===== src/rtl/tx_frame_controller_pkg.sv =====
// Shared definitions for the transmit framing path: FSM state codes,
// framing defaults and a counter-width helper.
package tx_defs;

  typedef enum logic [2:0] {
    ST_IDLE    = 3'd0,
    ST_HEADER  = 3'd1,
    ST_FETCH   = 3'd2,
    ST_LOAD    = 3'd3,
    ST_SEND    = 3'd4,
    ST_TRAILER = 3'd5,
    ST_GAP     = 3'd6
  } tx_state_e;

  // The input buffer raises its ready flag at this fill level; a frame must fit inside it.
  localparam int         TX_READY_THRESHOLD = 10;
  localparam int         TX_FRAME_BYTES_DEF = TX_READY_THRESHOLD;
  localparam logic [7:0] TX_SYNC_BYTE_DEF   = 8'hA5;

  function automatic int cnt_w(input int n);
    return (n > 1) ? $clog2(n) : 1;
  endfunction

endpackage


===== src/rtl/tx_frame_controller_if.sv =====
// Bundle between the frame controller, the byte FIFO read port and the
// downstream serializer byte stream.
interface tx_frame_controller_if;

  logic       enable;
  logic       input_ready;
  logic [7:0] fifo_data;
  logic       read_req;
  logic [7:0] tx_data;
  logic       tx_valid;
  logic       tx_ready;
  logic       busy;
  logic       frame_done;

  modport master (
    input  enable, input_ready, fifo_data, tx_ready,
    output read_req, tx_data, tx_valid, busy, frame_done
  );

  modport slave (
    output enable, input_ready, fifo_data, tx_ready,
    input  read_req, tx_data, tx_valid, busy, frame_done
  );

endinterface


===== src/rtl/tx_frame_controller.sv =====
// Pulls one frame of payload bytes from the FIFO and streams it to the
// serializer as SYNC, payload, XOR checksum, followed by an idle gap.
module tx_frame_controller
  import tx_defs::*;
#(
  parameter int         FRAME_BYTES = TX_FRAME_BYTES_DEF,
  parameter logic [7:0] SYNC_BYTE   = TX_SYNC_BYTE_DEF,
  parameter int         GAP_CYCLES  = 2
) (
  input  logic                   clk,
  input  logic                   arst,
  tx_frame_controller_if.master  bus
);

  localparam int             CW       = cnt_w(FRAME_BYTES);
  localparam int             GW       = cnt_w(GAP_CYCLES);
  localparam logic [CW-1:0]  LAST_IDX = CW'(FRAME_BYTES - 1);
  localparam logic [GW-1:0]  GAP_LAST = GW'((GAP_CYCLES > 0) ? GAP_CYCLES - 1 : 0);

  tx_state_e      r_state;
  tx_state_e      w_next;
  logic [7:0]     r_tx_data;
  logic           r_tx_valid;
  logic           r_frame_done;
  logic [7:0]     r_csum;
  logic [CW-1:0]  r_cnt;
  logic [GW-1:0]  r_gap_cnt;
  logic           w_accept;
  logic           w_last;
  logic           w_read_req;
  logic           w_busy;

  assign w_accept = r_tx_valid & bus.tx_ready;
  assign w_last   = (r_cnt == LAST_IDX);

  always_ff @(posedge clk or negedge arst) begin
    if (!arst) begin
      r_state <= ST_IDLE;
    end else begin
      r_state <= w_next;
    end
  end

  always_comb begin
    w_next = r_state;
    case (r_state)
      ST_IDLE:    if (bus.enable && bus.input_ready) w_next = ST_HEADER;
      ST_HEADER:  if (w_accept) w_next = ST_FETCH;
      ST_FETCH:   w_next = ST_LOAD;
      ST_LOAD:    w_next = ST_SEND;
      ST_SEND:    if (w_accept) w_next = w_last ? ST_TRAILER : ST_FETCH;
      ST_TRAILER: if (w_accept) w_next = (GAP_CYCLES == 0) ? ST_IDLE : ST_GAP;
      ST_GAP:     if (r_gap_cnt == GAP_LAST) w_next = ST_IDLE;
      default:    w_next = ST_IDLE;
    endcase
  end

  always_comb begin
    w_read_req = (r_state == ST_FETCH);
    w_busy     = (r_state != ST_IDLE);
  end

  // Byte register, checksum and counters; tx_valid is dropped only on an accepting edge.
  always_ff @(posedge clk or negedge arst) begin
    if (!arst) begin
      r_tx_data    <= 8'h00;
      r_tx_valid   <= 1'b0;
      r_frame_done <= 1'b0;
      r_csum       <= 8'h00;
      r_cnt        <= '0;
      r_gap_cnt    <= '0;
    end else begin
      r_frame_done <= 1'b0;
      case (r_state)
        ST_IDLE: begin
          if (bus.enable && bus.input_ready) begin
            r_tx_data  <= SYNC_BYTE;
            r_tx_valid <= 1'b1;
            r_csum     <= 8'h00;
            r_cnt      <= '0;
          end
        end
        ST_HEADER: begin
          if (w_accept) r_tx_valid <= 1'b0;
        end
        ST_LOAD: begin
          r_tx_data  <= bus.fifo_data;
          r_tx_valid <= 1'b1;
          r_csum     <= r_csum ^ bus.fifo_data;
        end
        ST_SEND: begin
          if (w_accept) begin
            if (w_last) begin
              r_tx_data <= r_csum;
            end else begin
              r_cnt      <= r_cnt + 1'b1;
              r_tx_valid <= 1'b0;
            end
          end
        end
        ST_TRAILER: begin
          if (w_accept) begin
            r_frame_done <= 1'b1;
            r_tx_valid   <= 1'b0;
            r_gap_cnt    <= '0;
          end
        end
        ST_GAP: begin
          r_gap_cnt <= r_gap_cnt + 1'b1;
        end
        default: ;
      endcase
    end
  end

  assign bus.read_req   = w_read_req;
  assign bus.busy       = w_busy;
  assign bus.tx_data    = r_tx_data;
  assign bus.tx_valid   = r_tx_valid;
  assign bus.frame_done = r_frame_done;

endmodule


===== src/flat_wrapper.sv =====
// flat-port wrapper written by rule: the top's interface ports become plain ports
module tx_frame_controller_flat import tx_defs::*;
#(
  parameter int         FRAME_BYTES = TX_FRAME_BYTES_DEF,
  parameter logic [7:0] SYNC_BYTE   = TX_SYNC_BYTE_DEF,
  parameter int         GAP_CYCLES  = 2
)
  (clk, arst, bus_enable, bus_input_ready, bus_fifo_data, bus_tx_ready, bus_read_req, bus_tx_data, bus_tx_valid, bus_busy, bus_frame_done);
  tx_frame_controller_if bus_i ();
  input  logic clk;
  input  logic arst;
  input wire logic [$bits(bus_i.enable)-1:0] bus_enable;
  input wire logic [$bits(bus_i.input_ready)-1:0] bus_input_ready;
  input wire logic [$bits(bus_i.fifo_data)-1:0] bus_fifo_data;
  input wire logic [$bits(bus_i.tx_ready)-1:0] bus_tx_ready;
  output wire logic [$bits(bus_i.read_req)-1:0] bus_read_req;
  output wire logic [$bits(bus_i.tx_data)-1:0] bus_tx_data;
  output wire logic [$bits(bus_i.tx_valid)-1:0] bus_tx_valid;
  output wire logic [$bits(bus_i.busy)-1:0] bus_busy;
  output wire logic [$bits(bus_i.frame_done)-1:0] bus_frame_done;
  assign bus_i.enable = bus_enable;
  assign bus_i.input_ready = bus_input_ready;
  assign bus_i.fifo_data = bus_fifo_data;
  assign bus_i.tx_ready = bus_tx_ready;
  assign bus_read_req = bus_i.read_req;
  assign bus_tx_data = bus_i.tx_data;
  assign bus_tx_valid = bus_i.tx_valid;
  assign bus_busy = bus_i.busy;
  assign bus_frame_done = bus_i.frame_done;
  tx_frame_controller #(.FRAME_BYTES(FRAME_BYTES), .SYNC_BYTE(SYNC_BYTE), .GAP_CYCLES(GAP_CYCLES)) u_core (.clk(clk), .arst(arst), .bus(bus_i));
endmodule

===== config.mk =====
export PLATFORM = sky130hd
export DESIGN_NAME = tx_frame_controller_flat
export DESIGN_NICKNAME = d
export VERILOG_FILES = /design/src/rtl/tx_frame_controller_pkg.sv /design/src/rtl/tx_frame_controller_if.sv /design/src/rtl/tx_frame_controller.sv /design/src/flat_wrapper.sv
export SDC_FILE = /design/constraint.sdc
export NUM_CORES = 1
export LEC_CHECK = 0
export CELL_PAD_IN_SITES_DETAIL_PLACEMENT = 1
export CELL_PAD_IN_SITES_GLOBAL_PLACEMENT = 1
export CORE_AREA = 2 2 55 57
export CTS_BUF_LIST = sky130_fd_sc_hd__clkbuf_16
export CTS_CLUSTER_DIAMETER = 40
export DETAILED_ROUTE_END_ITERATION = 10
export DIE_AREA = 0 0 57 59
export DONT_BUFFER_PORTS = 1
export GPL_TIMING_DRIVEN = 1
export PLACE_DENSITY_LB_ADDON = 0.1
export SLEW_MARGIN = 30
export SYNTH_ARGS = -nofsm -noshare
export SYNTH_HDL_FRONTEND = slang
export SYNTH_SLANG_ARGS = --single-unit

===== constraint.sdc =====
create_clock -name clk -period 2.6 [get_ports clk]
set_input_delay 0.52 -clock clk [delete_from_list [all_inputs] [get_ports clk]]
set_output_delay 0.52 -clock clk [all_outputs]
set_load 0.01 [all_outputs]

## Yosys cells after proc, flatten, opt, wreduce, memory -nomap -nowiden

Index checks and enable logic that the tools add are counted.

| word-level totals | value |
|---|---|
| output and inout port bits | 12 |
| input port bits | 13 |
| register bits | 26 |

| operators by class | value |
|---|---|
| reduce and logical (&&, ||, !) cells | 15 |
| mux-type cells | 25 |
| bitwise operators | 2 |
| add/subtract/negate cells | 2 |
| equality and inequality tests | 15 |

Operator list:

| cell | number |
|---|---|
| 8-bit two-way mux | 4 |
| 8-bit one-hot mux with 3 select lines | 1 |
| 3-bit one-hot mux with 7 select lines | 1 |
| 3-bit two-way mux | 6 |
| 8-bit one-hot mux with 2 select lines | 1 |
| 2-bit by 1-bit != test with 1-bit output, second input constant | 7 |
| 4-bit two-way mux | 3 |
| 5-bit AND reduction | 2 |
| 3-bit equality test, second input constant | 3 |
| 4-bit one-hot mux with 2 select lines | 1 |
| 4-bit AND reduction | 2 |
| 8-bit XOR | 1 |
| 3-bit by 2-bit equality test with 1-bit output, second input constant | 2 |
| 1-bit two-way mux | 6 |
| 2-bit nonzero test | 3 |
| 3-bit nonzero test | 2 |
| 4-bit by 1-bit adder with 4-bit output, second input constant | 1 |
| 4-bit equality test, second input constant | 1 |
| 1-bit one-hot mux with 4 select lines | 1 |
| 2-bit AND reduction | 2 |
| 4-bit nonzero test | 1 |
| 3-bit by 1-bit equality test with 1-bit output, second input constant | 1 |
| 3-bit logical NOT | 1 |
| 2-bit != test, second input constant | 1 |
| other kinds (5) | 5 |

## Depth between registers and ports, before layout

| logic depth | value |
|---|---|
| depth in word-level cells | 4 |
| gate-level depth with buffers | 6 |

## Least setup slack after synthesis

Ideal clock, no wire load.

| timing path | value |
|---|---|
| path type | reg2reg |
| start | register u_core.r_cnt[1] |
| end | register u_core.r_tx_data[1], in the netlist u_core.bus.tx_data[1] |
| required time | 2.472 ns |
| data arrival time | 1.478 ns |
| slack | 0.994 ns |
| buffers on the path | 0 |
| setup time | 0.128 ns |
| clock period less this slack | 1.606 ns |
| cell stages (with the launch flop) | 7 |
| cells stage by stage | dfrtp_1 -> inv_1 -> ha_1 -> nand3b_1 -> nor4_2 -> o21ai_4 -> mux2_1 |

| on the way | value |
|---|---|
| word-level cells in the longest chain between the ends | 3 |

Ends and longest elaborated chain:

| element | RTL line | source |
|---|---|---|
| start, declared | tx_frame_controller.sv:26 | `logic [CW-1:0] r_cnt;` |
| start signal, assigned | tx_frame_controller.sv:96 | `r_cnt <= r_cnt + 1'b1;` |
| 4-bit equality test | tx_frame_controller.sv:34 | `assign w_last = (r_cnt == LAST_IDX);` |
| 2-bit by 1-bit != test with 1-bit output (no source line) | n/a |  |
| 4-bit AND reduction (no source line) | n/a |  |
| end signal, assigned | tx_frame_controller.sv:87 | `r_tx_data <= bus.fifo_data;` |
| end signal, assigned | tx_frame_controller.sv:94 | `r_tx_data <= r_csum;` |
| end, declared | tx_frame_controller.sv:22 | `logic [7:0] r_tx_data;` |

No other way between the ends.
A chain may end at the register's enable or synchronous reset.

## Final worst setup path

| timing path | value |
|---|---|
| start | register u_core.r_state[1] |
| end | register u_core.r_tx_data[3], in the netlist u_core.bus.tx_data[3] |

| on the way | value |
|---|---|
| word-level cells in the longest chain between the ends | 3 |
| elaborated cells on any way between the ends | 9 |
| those cells by class | eq/ne (5); mux (1); reduce/logical (3) |

Ends and longest elaborated chain:

| element | RTL line | source |
|---|---|---|
| start, declared | tx_frame_controller.sv:20 | `tx_state_e r_state;` |
| start signal, assigned | tx_frame_controller.sv:40 | `r_state <= w_next;` |
| 3-bit equality test (tied with other cells) | tx_frame_controller.sv:74 | `case (r_state)` |
| 2-bit by 1-bit != test with 1-bit output (no source line) / 3-bit nonzero test (equally long branches) | n/a |  |
| 4-bit AND reduction (no source line) | n/a |  |

Several ways; a longest one is shown, not always the timed one.

==> run metrics <==
outcome complete, no violations; pin count of the biggest net entering global routing 27; Startpoint Class flip-flop; Yosys warnings 0; R2R Path Start u_core.r_state[1]; RSZ-0062 raised after global routing no; Seq. cell area 650.6 um2; number of vias per cell 6.076; Pleak 0.7018 nW; worst path required time 2.74 ns; Die Y-Extent 59 um; sw frac 37.37%; multi-input logic area 631.9 um2; nets@finish 157; Core Footprint 0.002710 mm2; Combinational Power Share 29.9%; vias 1045; worst-margin pin slew 0.5930 ns; final wirelength 2992 um; Netlist Area Pre-Place 0.001344 mm2; Final Max Slew Viols 0; Final setup viols 0; Total Routing Usage GR 20.79%; worst-path maximum fanout 18; Sink Count 26; Die ar. 0.003363 mm2; Placed Cells 167; critical path's slowest cell dfrtp_1; # IOs 25; Initial DRC Count 44; initial antenna violation count 0; Crit. End Element flip-flop; setup TNS 0 ns; Die Wd 57 um; synth unique cells 34; Crit Path Category flip-flop to flip-flop; Worst-Skew Late Latency 0.26 ns; Fillers 315; CTS tree built; Synth Instances 142; Internal 1.060 mW; first-pass GRT wire length 5250 um; Avg Inst Size Synth 9.463 um2; htree depth 1; Setup WS pre-CTS 0.6607 ns; port bufs 0; Clk pwr share 26.2%; Sw Pwr 0.6328 mW; Max Cap Viol 0; Crit path largest cell delay 0.70 ns; number of setup buffers added after CTS 0; Peak Freq 511.2 MHz; DR pass1 iterations 4; peak supply drop 0.6729 mV; Clock Tree Buf Depth 2; area delta synth->final 9.870%; CTS root buf clkbuf_16; vias in the first global route 1152; Routed Antenna Nets 0; Hold Crit Class primary input to async pin; # rows 19; RePlAce Congestion 0.7940; clock-pin slew on the worst setup and hold paths 0.06 ns; HPWL after detailed placement 2050 um; n_diodes 0; cell area power density 1147 mW/mm2; syn nets 157; slew margin rel. 60.47%; final worst path period share 75.24%; R2R cell count 4; final count of hold timing violations 0; PnR worst setup slack 0.6437 ns; Util after Layout 54.48%; critical path launch point u_core.r_state[1]; DRC viols 0; share of power burned in registers 43.8%; Tmin final 1.956 ns; grt total ovfl 0; share of cells above drive strength 1 7.092%; crit-path cells nor2b_1, nor3_2, o21ai_4, mux2_1; register area share after synthesis 48.42%; Worst Clk Skew 0.002238 ns; Finished Layout Cells 172; starting density of the core 49.58%; wire length per cell 17.40 um; post-synthesis sequential element count 26; CTS buffer count 3; CP arrival 2.10 ns
[placed cells by master, fill, tap and decap left out, drive strengths merged, types with 2 or more instances in the layout]
cell type	n
a21oi	5
and2	3
clkbuf	3
dfrtp	26
ha	2
inv	8
mux2	4
mux2i	5
nand2	24
nand3	14
nand3b	2
nor2	5
nor2b	2
nor3	3
nor3b	2
o21ai	15
o22ai	5
[cells by family after synthesis]
kind of cell / after synthesis / share of synthesized area [%]
AOI/OAI and AO/OA: 30 / 13.60
xor gates and xnor gates: 1 / 0.6519
adders and majority gates: 2 / 1.862
buffers and inverters: 14 / 4.562
DFF: 26 / 48.42
muxes: 9 / 7.076
and+or+nand+nor: 60 / 23.84
[synth_stat cells]
cell,count,area [um2]
mux2i_1,5,50.05
or4b_1,1,10.01
nand3_1,13,65.06
and3b_1,1,8.760
o211ai_1,1,7.510
dfrtp_1,26,650.6
o21ai_0,14,70.07
nand4_1,1,6.260
a21oi_1,5,25.02
a211oi_1,1,7.510
a311oi_1,1,8.760
a21o_1,1,7.510
nor3b_1,1,7.510
nand3_2,1,10.01
nor2b_1,2,12.51
o32ai_1,1,8.760
nor2_1,5,18.77
nor3_2,1,10.01
o21ai_4,1,16.27
nand3b_1,2,15.01
xnor2_1,1,8.760
nand2b_1,1,6.260
inv_1,8,30.03
clkbuf_1,4,15.01
nor3_1,2,10.01
ha_1,2,25.02
nand2_1,24,90.09
and2_1,3,18.77
nor3b_4,1,18.77
o22ai_1,5,31.28
buf_2,1,5.000
buf_6,1,11.26
nor4_2,1,12.51
mux2_1,4,45.04
[per-stage QoR]
step           hold slack [ns]  power [mW]  area, um2
2_1_floorplan           0.2244       1.130       1344
3_3_place_gp            0.2249       1.214       1351
3_5_place_dp            0.2250       1.246       1351
4_1_cts                0.07158       1.712       1476
5_1_grt                0.07045       1.818       1476
6_report               0.07049       1.693       1476
[worst max-delay path: cells and delay by family (launching register included)]
family          cells  cell delay [ns]
compound gates      1             0.35
flops               1             0.70
mux                 1             0.37
simple gates        2             0.42
[flip-flops by register name (all words and copies together) (netlist names)]
signal / cells
u_core.bus.tx_data: 8
u_core.r_csum: 8
u_core.r_cnt: 4
u_core.r_state: 3
u_core.bus.frame_done: 1
u_core.bus.tx_valid: 1
u_core.r_gap_cnt: 1
[path summary, 6_finish.rpt]
kind / end / slack [ns]
worst max-delay path: u_core.bus.tx_data[3] / 0.64
worst min-delay path: u_core.r_csum[0] / 0.07
worst max register to register: u_core.bus.tx_data[3] / 0.64
worst min register to register: u_core.r_csum[7] / 0.50
max in group asynchronous: u_core.bus.tx_data[3] / 2.38
min in group clk: u_core.r_csum[5] / 0.42
[repair_timing]
| item | CTS | global route |
|---|---|---|
| hold buffers | 1 | 0 |
| gates resized for setup | 0 | 0 |
| endpoints found under the hold margin | 26 | 0 |
[power groups by stage]
stage	logic [mW]	registers [mW]	clock network [mW]
2_1_floorplan	0.467	0.663	0
3_3_place_gp	0.485	0.729	0
3_5_place_dp	0.503	0.743	0
4_1_cts	0.516	0.739	0.457
5_1_grt	0.577	0.770	0.471
6_report	0.507	0.742	0.444
[metal layers]
| layer | part of all wire, % | vias to the layer above | global-route usage (%) |
|---|---|---|---|
| met1 | 44 | 526 | 22.97 |
| met3 | 4.2 | 5 | 5.240 |
| li1 | - | 493 | - |
| met4 | 1.5 | 0 | 8.306 |
| met5 | 0 | - | 0 |
| met2 | 50 | 21 | 38.26 |
[final cells by class]
class / instances / share of cell area (%)
Clock buffer: 3 / 5.085
Clock inverter: 1 / 2.034
Inverter: 8 / 2.034
Multi-Input combinational cell: 102 / 42.80
Sequential cell: 26 / 44.07
Tap cell: 31 / 2.627
Timing Repair Buffer: 1 / 1.356
Power figures use the tool's default switching activity.
